$ cat config.mk
export PLATFORM = sky130hd
export DESIGN_NAME = adder_sequencer_flat
export DESIGN_NICKNAME = d
export VERILOG_FILES = /design/src/rtl/adder_sequencer_if.sv /design/src/rtl/adder_sequencer.sv /design/src/flat_wrapper.sv
export SDC_FILE = /design/constraint.sdc
export NUM_CORES = 1
export LEC_CHECK = 0
export CORE_MARGIN = 4
export CORE_UTILIZATION = 40
export CTS_BUF_LIST = sky130_fd_sc_hd__clkbuf_4
export CTS_CLUSTER_SIZE = 16
export DETAILED_ROUTE_END_ITERATION = 12
export PLACE_DENSITY_LB_ADDON = 0.1
export SLEW_MARGIN = 20
export SYNTH_ARGS = -nofsm -noshare
export SYNTH_HDL_FRONTEND = slang
export SYNTH_SLANG_ARGS = --single-unit
$ cat constraint.sdc
create_clock -name clock -period 2.5 [get_ports clock]
set_clock_uncertainty 0.2 [all_clocks]
set_input_delay 0.5 -clock clock [delete_from_list [all_inputs] [get_ports clock]]
set_output_delay 0.5 -clock clock [all_outputs]
set_load 0.01 [all_outputs]
$ cat src/rtl/adder_sequencer_if.sv
// Handshake bundle for adder_sequencer: start channel, operand-in channel, result-out channel, busy status.
interface adder_sequencer_if;
    logic        io_start_valid;
    logic        io_start_ready;
    logic        io_start_carry;
    logic        io_in_valid;
    logic        io_in_ready;
    logic [15:0] io_in_a;
    logic [15:0] io_in_b;
    logic        io_out_valid;
    logic        io_out_ready;
    logic [15:0] io_out_sum;
    logic        io_out_last;
    logic        io_out_carry;
    logic        io_out_overflow;
    logic        io_busy;

    modport slave (
        input  io_start_valid,
        output io_start_ready,
        input  io_start_carry,
        input  io_in_valid,
        output io_in_ready,
        input  io_in_a,
        input  io_in_b,
        output io_out_valid,
        input  io_out_ready,
        output io_out_sum,
        output io_out_last,
        output io_out_carry,
        output io_out_overflow,
        output io_busy
    );

    modport master (
        output io_start_valid,
        input  io_start_ready,
        output io_start_carry,
        output io_in_valid,
        input  io_in_ready,
        output io_in_a,
        output io_in_b,
        input  io_out_valid,
        output io_out_ready,
        input  io_out_sum,
        input  io_out_last,
        input  io_out_carry,
        input  io_out_overflow,
        input  io_busy
    );
endinterface

$ cat src/rtl/adder_sequencer.sv
// Word-serial multi-word adder: NUM_WORDS 16-bit words, LSW first, one result word per cycle.
// Optional signed-overflow flag on the last word is enabled by defining ADDER_SEQUENCER_OVERFLOW_EN.
module adder_sequencer #(
    parameter int unsigned NUM_WORDS = 4
) (
    input logic              clock,
    input logic              reset,
    adder_sequencer_if.slave bus
);
    localparam logic [0:0]  IDLE     = 1'b0;
    localparam logic [0:0]  RUN      = 1'b1;
    localparam int unsigned CW       = (NUM_WORDS > 1) ? $clog2(NUM_WORDS) : 1;
    localparam logic [CW-1:0] LAST_IDX = CW'(NUM_WORDS - 1);

    logic [0:0]    state;
    logic [CW-1:0] count;
    logic          carry;

    logic          out_valid;
    logic [15:0]   out_sum;
    logic          out_last;
    logic          out_carry;

    logic          in_ready;
    logic          start_fire;
    logic          in_fire;
    logic          is_last;
    logic [16:0]   result;

    always_comb begin
        in_ready   = (state == RUN) && (!out_valid || bus.io_out_ready);
        start_fire = bus.io_start_valid && (state == IDLE);
        in_fire    = bus.io_in_valid && in_ready;
        is_last    = (count == LAST_IDX);
        result     = {1'b0, bus.io_in_a} + {1'b0, bus.io_in_b} + {16'b0, carry};
    end

    always_ff @(posedge clock) begin
        if (!reset) begin
            state <= IDLE;
            count <= '0;
            carry <= 1'b0;
        end else begin
            case (state)
                IDLE: begin
                    if (start_fire) begin
                        state <= RUN;
                        count <= '0;
                        carry <= bus.io_start_carry;
                    end
                end
                RUN: begin
                    if (in_fire) begin
                        carry <= result[16];
                        if (is_last) begin
                            state <= IDLE;
                            count <= '0;
                        end else begin
                            count <= count + CW'(1);
                        end
                    end
                end
                default: state <= IDLE;
            endcase
        end
    end

    // A new word may overwrite the register in the same cycle the old one is consumed.
    always_ff @(posedge clock) begin
        if (!reset) begin
            out_valid <= 1'b0;
            out_sum   <= '0;
            out_last  <= 1'b0;
            out_carry <= 1'b0;
        end else if (in_fire) begin
            out_valid <= 1'b1;
            out_sum   <= result[15:0];
            out_last  <= is_last;
            out_carry <= is_last && result[16];
        end else if (bus.io_out_ready) begin
            out_valid <= 1'b0;
        end
    end

`ifdef ADDER_SEQUENCER_OVERFLOW_EN
    logic out_overflow;

    always_ff @(posedge clock) begin
        if (!reset) begin
            out_overflow <= 1'b0;
        end else if (in_fire) begin
            out_overflow <= is_last && (bus.io_in_a[15] == bus.io_in_b[15])
                                    && (result[15] != bus.io_in_a[15]);
        end
    end

    assign bus.io_out_overflow = out_overflow;
`else
    assign bus.io_out_overflow = 1'b0;
`endif

    assign bus.io_start_ready = (state == IDLE);
    assign bus.io_in_ready    = in_ready;
    assign bus.io_busy        = (state == RUN);
    assign bus.io_out_valid   = out_valid;
    assign bus.io_out_sum     = out_sum;
    assign bus.io_out_last    = out_last;
    assign bus.io_out_carry   = out_carry;
endmodule
$ cat src/flat_wrapper.sv
// flat-port wrapper written by rule: the top's interface ports become plain ports
module adder_sequencer_flat 
#(
    parameter int unsigned NUM_WORDS = 4
)
  (clock, reset, bus_io_start_valid, bus_io_start_ready, bus_io_start_carry, bus_io_in_valid, bus_io_in_ready, bus_io_in_a, bus_io_in_b, bus_io_out_valid, bus_io_out_ready, bus_io_out_sum, bus_io_out_last, bus_io_out_carry, bus_io_out_overflow, bus_io_busy);
  adder_sequencer_if bus_i ();
  input logic clock;
  input logic reset;
  input wire logic [$bits(bus_i.io_start_valid)-1:0] bus_io_start_valid;
  output wire logic [$bits(bus_i.io_start_ready)-1:0] bus_io_start_ready;
  input wire logic [$bits(bus_i.io_start_carry)-1:0] bus_io_start_carry;
  input wire logic [$bits(bus_i.io_in_valid)-1:0] bus_io_in_valid;
  output wire logic [$bits(bus_i.io_in_ready)-1:0] bus_io_in_ready;
  input wire logic [$bits(bus_i.io_in_a)-1:0] bus_io_in_a;
  input wire logic [$bits(bus_i.io_in_b)-1:0] bus_io_in_b;
  output wire logic [$bits(bus_i.io_out_valid)-1:0] bus_io_out_valid;
  input wire logic [$bits(bus_i.io_out_ready)-1:0] bus_io_out_ready;
  output wire logic [$bits(bus_i.io_out_sum)-1:0] bus_io_out_sum;
  output wire logic [$bits(bus_i.io_out_last)-1:0] bus_io_out_last;
  output wire logic [$bits(bus_i.io_out_carry)-1:0] bus_io_out_carry;
  output wire logic [$bits(bus_i.io_out_overflow)-1:0] bus_io_out_overflow;
  output wire logic [$bits(bus_i.io_busy)-1:0] bus_io_busy;
  assign bus_i.io_start_valid = bus_io_start_valid;
  assign bus_io_start_ready = bus_i.io_start_ready;
  assign bus_i.io_start_carry = bus_io_start_carry;
  assign bus_i.io_in_valid = bus_io_in_valid;
  assign bus_io_in_ready = bus_i.io_in_ready;
  assign bus_i.io_in_a = bus_io_in_a;
  assign bus_i.io_in_b = bus_io_in_b;
  assign bus_io_out_valid = bus_i.io_out_valid;
  assign bus_i.io_out_ready = bus_io_out_ready;
  assign bus_io_out_sum = bus_i.io_out_sum;
  assign bus_io_out_last = bus_i.io_out_last;
  assign bus_io_out_carry = bus_i.io_out_carry;
  assign bus_io_out_overflow = bus_i.io_out_overflow;
  assign bus_io_busy = bus_i.io_busy;
  adder_sequencer #(.NUM_WORDS(NUM_WORDS)) u_core (.clock(clock), .reset(reset), .bus(bus_i));
endmodule
# Yosys cells after proc, flatten, opt, wreduce, memory -nomap -nowiden
# Index checks and enable logic that the tools add are counted.
# word_totals
register_bits,23
in_bits,38
word_cells,35
# op_classes
reduce_logical,8
bitwise,1
n_mux,13
eq_ne,3
addsub,3
# ops
operator,count
adder 16 x 16 -> 17 bit,1
adder 17 x 1 -> 17 bit,1
two-way mux 1 bit,7
two-way mux 2 bit,3
logical AND 1 bit,4
one-hot mux 1 bit (2 select lines),2
one-hot mux 2 bit (2 select lines),1
adder 2 x 1 -> 2 bit (second input constant),1
== test 2 bit (second input constant),1
!= test 2 x 1 -> 1 bit (second input constant),1
!= test 2 bit (second input constant),1
AND reduction 2 bit,1
nonzero test 2 bit,1
zero test 1 bit,1
logical OR 1 bit,1
NOT 1 bit,1

# Logic depth before layout (Yosys ltp)
# logic_depth
depth_word,6
depth_mapped,9

# Worst setup path after synthesis
# No wires, ideal clock.
# synth_timing
kind,input-to-reg
start,in bus_io_in_b[0]
end,reg u_core.out_sum[8] (netlist: u_core.bus.io_out_sum[8])
path_buffers,0
path_stages,9
arrival_ns,2.174
setup_time_ns,0.116
slack_ns,0.010
cell_sequence,fa_1 inv_1 fa_1 nand2b_1 a21oi_1 or2_2 a21boi_1 mux2i_1 a31o_2
# synth_between
elab_chain_len,2
# synth_lines
element,line,source
from (decl),flat_wrapper.sv:16,input wire logic [$bits(bus_i.io_in_b)-1:0] bus_io_in_b;
adder 16 x 16 -> 17 bit,adder_sequencer.sv:35,"result = {1'b0, bus.io_in_a} + {1'b0, bus.io_in_b} + {16'b0, carry};"
adder 17 x 1 -> 17 bit,adder_sequencer.sv:35,
to (signal assigned),adder_sequencer.sv:77,out_sum <= result[15:0];
to (decl),adder_sequencer.sv:20,logic [15:0] out_sum;
# No other way between the ends.
# A chain may end at the register's enable or synchronous reset.

# Worst setup path after layout
# layout_timing
start,in bus_io_in_b[1]
end,reg u_core.out_sum[8] (netlist: u_core.bus.io_out_sum[8])
# The elaborated chain is that of the path after synthesis.

==> impl_metrics.yaml <==
synthesis:
  syn_inst: 204
  synth_top_cell_by_area: "dfxtp_1"
  synth_edf_count: 0
  ys.flop_type: "dfxtp_1"
  syn_nets: 260
  ys_top_cells_by_area: "dfxtp_1 (28%), ha_1 (12%), a21oi_1 (7.1%)"
  syn_area_per_cell_um2: 7.98
  ys_types: 48
  netlist_area_um2: 1630
  synth-seq-cells: 23
  async_flop_share_pct: 0
  ys_seq_area_share_pct: 28.3
  ys_warn_count: 0
  synth_top_area_share_pct: 28.3
floorplanning:
  core_area_um2: 3800
  die_h_um: 71.8
  dieArea_um2: 5150
  die_w_um: 71.8
  pin_count: 61
  rows: 22
  initial_core_util_pct: 42.9
final_layout:
  num_antenna_cells: 0
  drive_gt1_share_pct: 18.6
  n_fill_cell: 343
  stdcell_area_um2: 2580
  area_growth_pct: 58.7
  final_net_count: 347
  layoutNonFillerInstCount: 338
run_status:
  outcome: "completed"
routing:
  viasPerCell: 5.30
  drt_pass1_iterations: 4
  top_layer: "met4"
  routed_wl_mm: 4.44
  drcViolationCount: 0
  drtIter0Drc: 85
  wl_met3_um: 197
  post_drt_wl_per_cell_um: 13.1
  met2_wirelength_mm: 2.22
  vias: 1790
  wl_met1_mm: 1.97
  postRouteAntennaNets: 0
sta:
  fin_crit_ns: 2.36
  fin_crit_sh_pct: 94.3
  fmaxAchievable_ghz: 0.424
  drv_slew: 0
  rsz0062_at_grt: "false"
  tns_ns: 0
  hold_violations: 0
  setup-violations-final: 0
critical_path:
  cp.required_ns: 2.53
  cpPeakStageDelay_ns: 0.49
  ff2ff_path_depth: 9
  cp.arrival_ns: 2.39
  rr_endpoint: "u_core.bus.io_out_sum[8]"
  crit_fanout: 3
  worst_setup_path_end_kind: "flip-flop"
  r2r_slack_ns: 0.25
  critPathSlowestCell: "clkdlybuf4s50_1"
  critPathLaunchType: "primary input"
  r2r_start: "u_core.carry"
  critical_path.cell_chain: "clkdlybuf4s50_1 -> inv_1 -> fa_2 -> nand2b_4 -> a21oi_4 -> or2_4 -> a21boi_2 -> mux2i_1 -> a31o_2"
  crit_type: "primary input to flip-flop"
global_route:
  gr-total-overflow: 0
  grt_max_degree: 20
  grt_pass1_vias: 1656
  grt_pass1_wl_mm: 7.09
  grt_use_total_pct: 16.6
  antenna_found_initial: 0
clock_network:
  clock_latency_ns: 0.31
  numCtsBuffers: 3
  cts_max_level: 1
  path_clk_slew_ns: 0.14
  holdBufCountCts: 0
  clock-root-buffer: "clkbuf_4"
  clockBufferDepth: 2
  cts_tree: "done"
  cts_sinks: 23
place:
  gp_congestion: 0.865
  port_buffers: 59
  placed_cell_area_um2: 2470
  dpl.hpwl_mm: 3.56
  place_inst: 334
min_path:
  holdPathEnd: "u_core.bus.io_out_sum[5]"
  hp-class: "flip-flop to flip-flop"
  hold_depth: 2
  min-delay-start: "u_core.bus.io_out_sum[5]"
power_and_ir_drop:
  irDropWorstVdd_mv: 0.157
  p_leak_nw: 1.09
  p_per_area_nw_per_um2: 399
run:
  cap_viol_max_count: 0
-- worst max path at each step --
stage	to	slack [ns]	from
floorplan	u_core.bus.io_out_sum[8]	0.01	bus_io_in_b[0]
global placement	u_core.bus.io_out_sum[8]	-0.43	bus_io_in_b[0]
detailed placement	u_core.bus.io_out_carry	-0.48	bus_io_in_b[0]
CTS	u_core.bus.io_out_sum[8]	-0.04	bus_io_in_b[0]
global route	u_core.bus.io_out_sum[14]	0.04	bus_io_in_b[1]
finish	u_core.bus.io_out_sum[8]	0.14	bus_io_in_b[1]
-- layer usage --
layer,global-route usage (%),vias up
li1,-,916
met1,21.0,822
met2,30.2,48
met3,1.26,4
met4,3.76,0
met5,0,-
-- cell type report --
type / instances / area (um^2) / share of cell area, %
clock inverter: 1 / 5.00 / 0.194
clock buffer: 3 / 22.5 / 0.872
sequential: 23 / 460 / 17.8
inverter: 5 / 18.8 / 0.726
multi-input combinational: 168 / 1190 / 45.9
tap: 48 / 60.1 / 2.32
timing repair buffer: 90 / 831 / 32.2
-- kinds of logic after synthesis --
kind of cell	Yosys count	synth area share (%)
xor gates and xnor gates	9	4.84
muxes	1	0.615
AOI/OAI and AO/OA	69	28.7
and+or+nand+nor	70	19.1
other	1	0.230
DFF	23	28.3
buffers and inverters	13	3.46
adders and majority gates	18	14.8
-- layout by cell type, fill, tap and decap left out, drive strengths merged, types with 3 or more instances in the layout --
cell type / n
nand2: 28
dlymetal6s2s: 3
a21o: 5
clkbuf: 3
a31oi: 3
a21oi: 23
clkdlybuf4s50: 56
a211oi: 4
nand2b: 3
xor2: 4
o21ai: 11
nor2: 17
xnor2: 5
ha: 16
o21a: 3
buf: 31
nor3: 5
inv: 5
and2: 3
nand3: 9
dfxtp: 23
o211ai: 4
-- timing repair --
action / 4_1_cts / 5_1_grt
endpoints found under the setup margin: 9 / 11
gates resized for setup: 9 / 10
pin swaps: 1 / 8
buffers inserted: 0 / 0
-- cell usage after synthesis, types with 3 or more instances --
cell and number:
nand2b_1 3, buf_2 3, a31oi_1 3, clkbuf_1 4, ha_1 16, nand2_1 27, nor2_1 17, a21o_1 5
xor2_1 4, inv_1 5, a21oi_1 23, o21a_1 3, o21ai_0 7, and2_1 3, a211oi_1 3, dfxtp_1 23
xnor2_1 5, nand3_1 9, o21ai_1 3, nor3_1 5, o211ai_1 3
-- per-stage QoR --
| stage | power [mW] | hold WS (ns) | util [%] | setup WS (ns) |
|---|---|---|---|---|
| finish | 1.03 | 0.265 | 68.0 | 0.142 |
| global route | 1.09 | 0.281 | 68.0 | 0.0366 |
| CTS | 1.02 | 0.266 | 66.9 | -0.0409 |
| detailed placement | 0.832 | 0.248 | 65.1 | -0.479 |
| global placement | 0.830 | 0.238 | 65.1 | -0.427 |
| floorplan | 0.624 | 0.252 | - | 0.0101 |
-- sequential cells by signal (all words and copies together), names as in the netlist --
name                     count
u_core.bus.io_busy           1
u_core.bus.io_out_last       1
u_core.bus.io_out_sum       16
u_core.bus.io_out_valid      1
u_core.carry                 1
u_core.bus.io_out_carry      1
u_core.count                 2
-- worst max-delay path: cells and delay by family --
kind	cells	cell delay, ns
buf+inv	2	0.57
compound gates	3	0.46
fa+ha+maj	1	0.40
simple gates	2	0.34
mux	1	0.11
-- where the power goes --
group | total [mW] | switching [mW] | internal, mW
combinational | 0.449 | 0.206 | 0.243
clock | 0.181 | 0.121 | 0.0599
sequential | 0.400 | 0.0125 | 0.388
(Power assumes the default switching activity.)
